## config.mk

```make
export PLATFORM = sky130hd
export DESIGN_NAME = cb_addr_seq
export DESIGN_NICKNAME = d
export VERILOG_FILES = /design/src/rtl/cb_addr_seq.sv
export SDC_FILE = /design/constraint.sdc
export NUM_CORES = 1
export LEC_CHECK = 0
export ABC_AREA = 1
export ABC_CLOCK_PERIOD_IN_PS = 2200
export BUFFER_PORTS_ARGS = -buffer_cell sky130_fd_sc_hd__buf_2
export CORE_MARGIN = 3
export CORE_UTILIZATION = 35
export CTS_CLUSTER_SIZE = 16
export DETAILED_ROUTE_END_ITERATION = 16
export GPL_TIMING_DRIVEN = 0
export PLACE_DENSITY = 0.51
export SETUP_SLACK_MARGIN = 0.4
export SLEW_MARGIN = 5
export SYNTH_ARGS = -nofsm -noshare
export SYNTH_HDL_FRONTEND = slang
export SYNTH_SLANG_ARGS = --single-unit
```

## constraint.sdc

```tcl
create_clock -name clk -period 2.2 [get_ports clk]
set_input_delay 0 -clock clk [delete_from_list [all_inputs] [get_ports clk]]
set_output_delay 0 -clock clk [all_outputs]
set_load 0.005 [all_outputs]
```

## src/rtl/cb_addr_seq.sv

```systemverilog
// CB address-chain sequencer: issues one row base address per cycle
// with group-start flags and a skewed bank-enable pattern.
module cb_addr_seq #(
   parameter int L       = 4,
   parameter int CB_AW   = 19,
   parameter int ROW_LEN = 10,
   parameter int RW      = 10,
   parameter int GW      = 8
) (
   input  logic             clk,
   input  logic             sys_rst,
   input  logic             req_vld,
   output logic             req_rdy,
   input  logic [CB_AW-1:0] req_base,
   input  logic [RW-1:0]    req_rows,
   input  logic [GW-1:0]    req_grp,
   input  logic             abort,
   output logic [CB_AW-1:0] din,
   output logic             cb_vld,
   output logic             group_cnt_0,
   output logic [L-2:0]     CB_en,
   output logic             busy,
   output logic             done
);

   localparam int DW = (L > 2) ? $clog2(L) : 1;

   localparam logic [1:0] S_IDLE  = 2'd0;
   localparam logic [1:0] S_ISSUE = 2'd1;
   localparam logic [1:0] S_DRAIN = 2'd2;
   localparam logic [1:0] S_DONE  = 2'd3;

   localparam logic [CB_AW-1:0] STRIDE    = CB_AW'(ROW_LEN);
   localparam logic [DW-1:0]    DRAIN_END = DW'(L - 2);

   logic [1:0]    state;
   logic [RW-1:0] rows;
   logic [GW-1:0] grp;
   logic [RW-1:0] k;
   logic [GW-1:0] g;
   logic [DW-1:0] dcnt;
   logic          last_row;
   logic          g_wrap;

   assign last_row = (k == rows - 1'b1);
   // G==0 never wraps, so only row 0 is flagged
   assign g_wrap   = (grp != '0) && (g == grp - 1'b1);

   always_ff @(posedge clk) begin
      if (!sys_rst || abort) begin
         state       <= S_IDLE;
         rows        <= '0;
         grp         <= '0;
         k           <= '0;
         g           <= '0;
         dcnt        <= '0;
         din         <= '0;
         cb_vld      <= 1'b0;
         group_cnt_0 <= 1'b0;
         CB_en       <= '0;
      end else begin
         CB_en <= {CB_en[L-3:0], cb_vld};
         unique case (state)
            S_IDLE: begin
               if (req_vld) begin
                  rows <= req_rows;
                  grp  <= req_grp;
                  k    <= '0;
                  g    <= '0;
                  dcnt <= '0;
                  if (req_rows == '0) begin
                     state <= S_DONE;
                  end else begin
                     state       <= S_ISSUE;
                     din         <= req_base;
                     cb_vld      <= 1'b1;
                     group_cnt_0 <= 1'b1;
                  end
               end
            end
            S_ISSUE: begin
               if (last_row) begin
                  state       <= S_DRAIN;
                  cb_vld      <= 1'b0;
                  group_cnt_0 <= 1'b0;
               end else begin
                  k           <= k + 1'b1;
                  din         <= din + STRIDE;
                  g           <= g_wrap ? '0 : g + 1'b1;
                  group_cnt_0 <= g_wrap;
               end
            end
            S_DRAIN: begin
               if (dcnt == DRAIN_END) begin
                  state <= S_DONE;
               end else begin
                  dcnt <= dcnt + 1'b1;
               end
            end
            S_DONE: begin
               state <= S_IDLE;
            end
            default: begin
               state <= S_IDLE;
            end
         endcase
      end
   end

   assign req_rdy = (state == S_IDLE) && sys_rst;
   assign busy    = (state == S_ISSUE) || (state == S_DRAIN);
   assign done    = (state == S_DONE);

endmodule

```

==> summary.md <==
| Metric | Value |
|---|---|
| Run status | finished with violations |
| Failing checks | negative hold slack |
| Worst slew margin relative to its limit | 55.2% |
| Antenna diode count | 0 |
| Routed wire length | between 10000 and 15000 um |
| Leading area contributor after synthesis | dfxtp_1 |
| Core ar. | 0.0110 mm^2 |
| Final Hold Vio Count | 1 |
| Top cell type's share of synthesized area | between 30% and 40% |
| Met1 Use GR | a little over a quarter |
| Antenna viol nets, final | 0 |
| Site Rows | 38 |
| Initial antenna violation count | 0 |
| Min-delay worst type | input port to register |
| Setup tns final | 0 ns |
| DR vias/cell | 4.82 |
| Initial Util | 36.3% |
| Root Driver | clkbuf_16 |
| Synthesized flop and latch total | 64 |
| Mapped Cells | roughly 610 |
| Maxcap violations | 0 |
| Power per Cell Area | roughly 620 mW/mm^2 |
| Met3 usage | approximately 3.6% |
| Die Footprint | ~0.013 mm^2 |
| Final nets | slightly below 800 |
| Final setup fails | 0 |
| Crit-path slowest cell | dfxtp_2 |
| Worst Path Required | between 2 and 2.5 ns |
| Post-layout min period | 2.14 ns |
| Overall Power | 3.44 mW |
| First-pass GRT wire length | between 15000 and 20000 um |
| Yosys warns | 0 |
| Via Count | 4225 |
| Most frequent CP cell | buf_8 |
| Mapped Avg Cell Area | between 6 and 7 um^2 |
| CP Class | register to register |
| Dpl hpwl | 8650 um |
| Leakage | between 2 and 3 nW |
| Die W | about 110 um |
| Startpoint Class | register |
| Vias in the first global route | between 3000 and 4000 |
| Pins Over Slew Limit | 0 |
| Largest net degree at the start of global routing | 11 |
| Post-place setup slack | -0.198 ns |
| # port buffers | 67 |
| H-tree depth | 3 |
| Clock slew at reported path FFs | ~0.05 ns |
| Crit Path Max Fanout | 5 |
| Worst reg-to-reg setup slack | 0.06 ns |
| Layout cell share with drive strength beyond 1 | a little over a quarter |
| Critical path, cell by cell | inv_4 > ha_4 > xor2_1 > nand2_1 > nor2_2 > nand3_2 > nor3_4 > nand3_4 > nand2_4 > buf_8 > buf_8 > nand2_2 > a21oi_2 |
| Drt wl/cell | between 10 and 15 um |
| Residual DRC | 0 |
| CP arrival | 2.39 ns |
| GR peak layer | met2 |
| Fmax | approximately 470 MHz |
| Worst clock skew | roughly 0.0069 ns |
| Setup crit end kind | register |
| Die Height | ~110 um |
| Delay of the slowest critical-path stage | roughly 0.34 ns |
| RSZ-0062 raised after global routing | yes |
| Boundary Pins | just under 70 |
| Routability cong. | 0.887 |
| Worst skew pair latency | between 0.3 and 0.4 ns |
| Initial DRC count | 232 |
| Cts bufs inserted | 9 |
| TritonCTS clock tree | built |
| Mapped cell area | 0.00399 mm^2 |
| Worst setup margin | just under 0.06 ns |
| Buffer and inverter count on the worst path | 3 |
| Synth area leaders | dfxtp_1 (32%), nand2_1 (15%), inv_1 (6.2%) |
| Seq/Total Area, Yosys | around a third |
| DRT Pass-1 Iters | 4 |
| Met2 Usage GRT | between 20% and 30% |
| CP top delay family | simple AND/OR/NAND/NOR gates |
| Synthesized Nets | between 600 and 700 |
| Hold WS | -0.00248 ns |
| Clk sinks | 64 |
| Worst-case vdd ir drop | between 500 and 600 uV |
| Area Overhead vs Synth | 39.6% |
| Synth cell types | 40 |
| GRT overflow | 0 |
| Clock Tree Buf Depth | 2 |
| Tcrit/Tclk final | approximately 97% |
| Worst Tran Pin Value | between 0.6 and 0.7 ns |
| GRT Total Usage | between 10% and 20% |
==> where the power goes <==
group / internal [mW] / total [mW] / switching [mW] / leakage (nW)
clock: 0.813 / 1.33 / 0.514 / 0.134
combinational: 0.375 / 0.851 / 0.476 / 1.86
sequential: 1.21 / 1.27 / 0.0559 / 0.521
total: 2.40 / 3.44 / 1.05 / 2.52
==> Yosys cell counts, drive strengths merged <==
master,n
nand2,166
inv,71
nor2,70
dfxtp,64
a21oi,47
nand3,45
o21ai,36
xor2,22
nand4,15
buf,11
clkbuf,11
ha,11
nor3,7
xnor2,7
mux2i,6
or2,5
a211oi,2
nor3b,2
nor4,2
o21bai,2
o31ai,2
a21boi,1
a31oi,1
clkinv,1
or3,1
xnor3,1
==> flip-flops by register name, summed over array words and instances (netlist names) <==
| signal | cells |
|---|---|
| din | 19 |
| k | 10 |
| rows | 10 |
| g | 8 |
| grp | 8 |
| CB_en | 3 |
| dcnt | 2 |
| state | 2 |
| cb_vld | 1 |
| group_cnt_0 | 1 |
==> cell families after synthesis <==
| group | Yosys count | synth area share [%] |
|---|---|---|
| adder cells (fa/ha/maj) | 11 | 3.45 |
| AO/OA/AOI/OAI | 91 | 12.1 |
| XOR/XNOR | 30 | 6.93 |
| buffers and inverters | 94 | 9.57 |
| flip-flops | 64 | 32.1 |
| AND/OR/NAND/NOR | 313 | 34.3 |
| multiplexers | 6 | 1.51 |
==> through the flow <==
| step | util (%) | cells | area (um^2) |
|---|---|---|---|
| 2_1_floorplan | - | 609 | 4050 |
| 3_3_place_gp | 41.5 | 816 | 4560 |
| 3_5_place_dp | 41.5 | 816 | 4560 |
| 4_1_cts | 48.6 | 871 | 5330 |
| 5_1_grt | 50.7 | 876 | 5570 |
| 6_report | 50.7 | 876 | 5570 |
==> metal layers <==
metal / vias to the layer above / routed length [um]
li1: 2213 / -
met1: 1936 / 5840
met2: 67 / 5460
met3: 9 / 427
met4: 0 / 112
met5: - / 0
==> layout by cell type, fill, tap and decap left out, types with 3 or more instances in the layout <==
cell | Yosys | layout
a21oi_1 | 45 | 32
a21oi_2 | 2 | 15
buf_2 | 5 | 69
buf_4 | 1 | 12
buf_6 | 1 | 4
buf_8 | 1 | 5
clkbuf_1 | 11 | 11
clkbuf_16 | 0 | 10
dfxtp_1 | 64 | 62
dlygate4sd3_1 | 0 | 25
ha_1 | 11 | 7
ha_2 | 0 | 3
inv_1 | 66 | 61
inv_2 | 5 | 8
mux2i_1 | 6 | 6
nand2_1 | 163 | 136
nand2_2 | 2 | 19
nand2_4 | 1 | 10
nand3_1 | 43 | 41
nand3_2 | 1 | 3
nand4_1 | 15 | 15
nor2_1 | 65 | 59
nor2_2 | 3 | 7
nor2_4 | 2 | 4
nor3_1 | 6 | 6
o21ai_0 | 34 | 31
o21ai_2 | 0 | 4
or2_2 | 5 | 5
xnor2_1 | 7 | 7
xor2_1 | 22 | 22
==> tightest hold or removal path: stages <==
cell and delay (ns):
buf_2 0.08, nand2_1 0.04, nand2_1 0.06, o21ai_1 0.05, nor2_1 0.07
==> final timing paths <==
path | from | endpoint | depth (start not counted)
max | rows[0] | din[10] | 13
min | req_base[3] | din[3] | 5
max reg2reg | rows[0] | din[10] | 13
min reg2reg | CB_en[1] | CB_en[2] | 2
==> what timing repair did <==
| action | 4_1_cts | 5_1_grt |
|---|---|---|
| pin swaps | 10 | 21 |
| resized for setup | 30 | 55 |
| endpoints found under the hold margin | 25 | 0 |
| setup buffers | 13 | 4 |
| cloned | 2 | 1 |
| hold buffers | 25 | 0 |
| endpoints found under the setup margin | 41 | 42 |
==> area by class of cell <==
class | count | area, um^2
Fill cell | 1135 | 5420
Timing Repair Buffer | 112 | 825
Sequential cell | 64 | 1280
Buffer | 22 | 159
Inverter | 72 | 280
Clock buffer | 12 | 256
Tap cell | 140 | 175
Clock inverter | 3 | 17.5
Multi-Input combinational cell | 451 | 2570
Power figures use the tool's default switching activity.
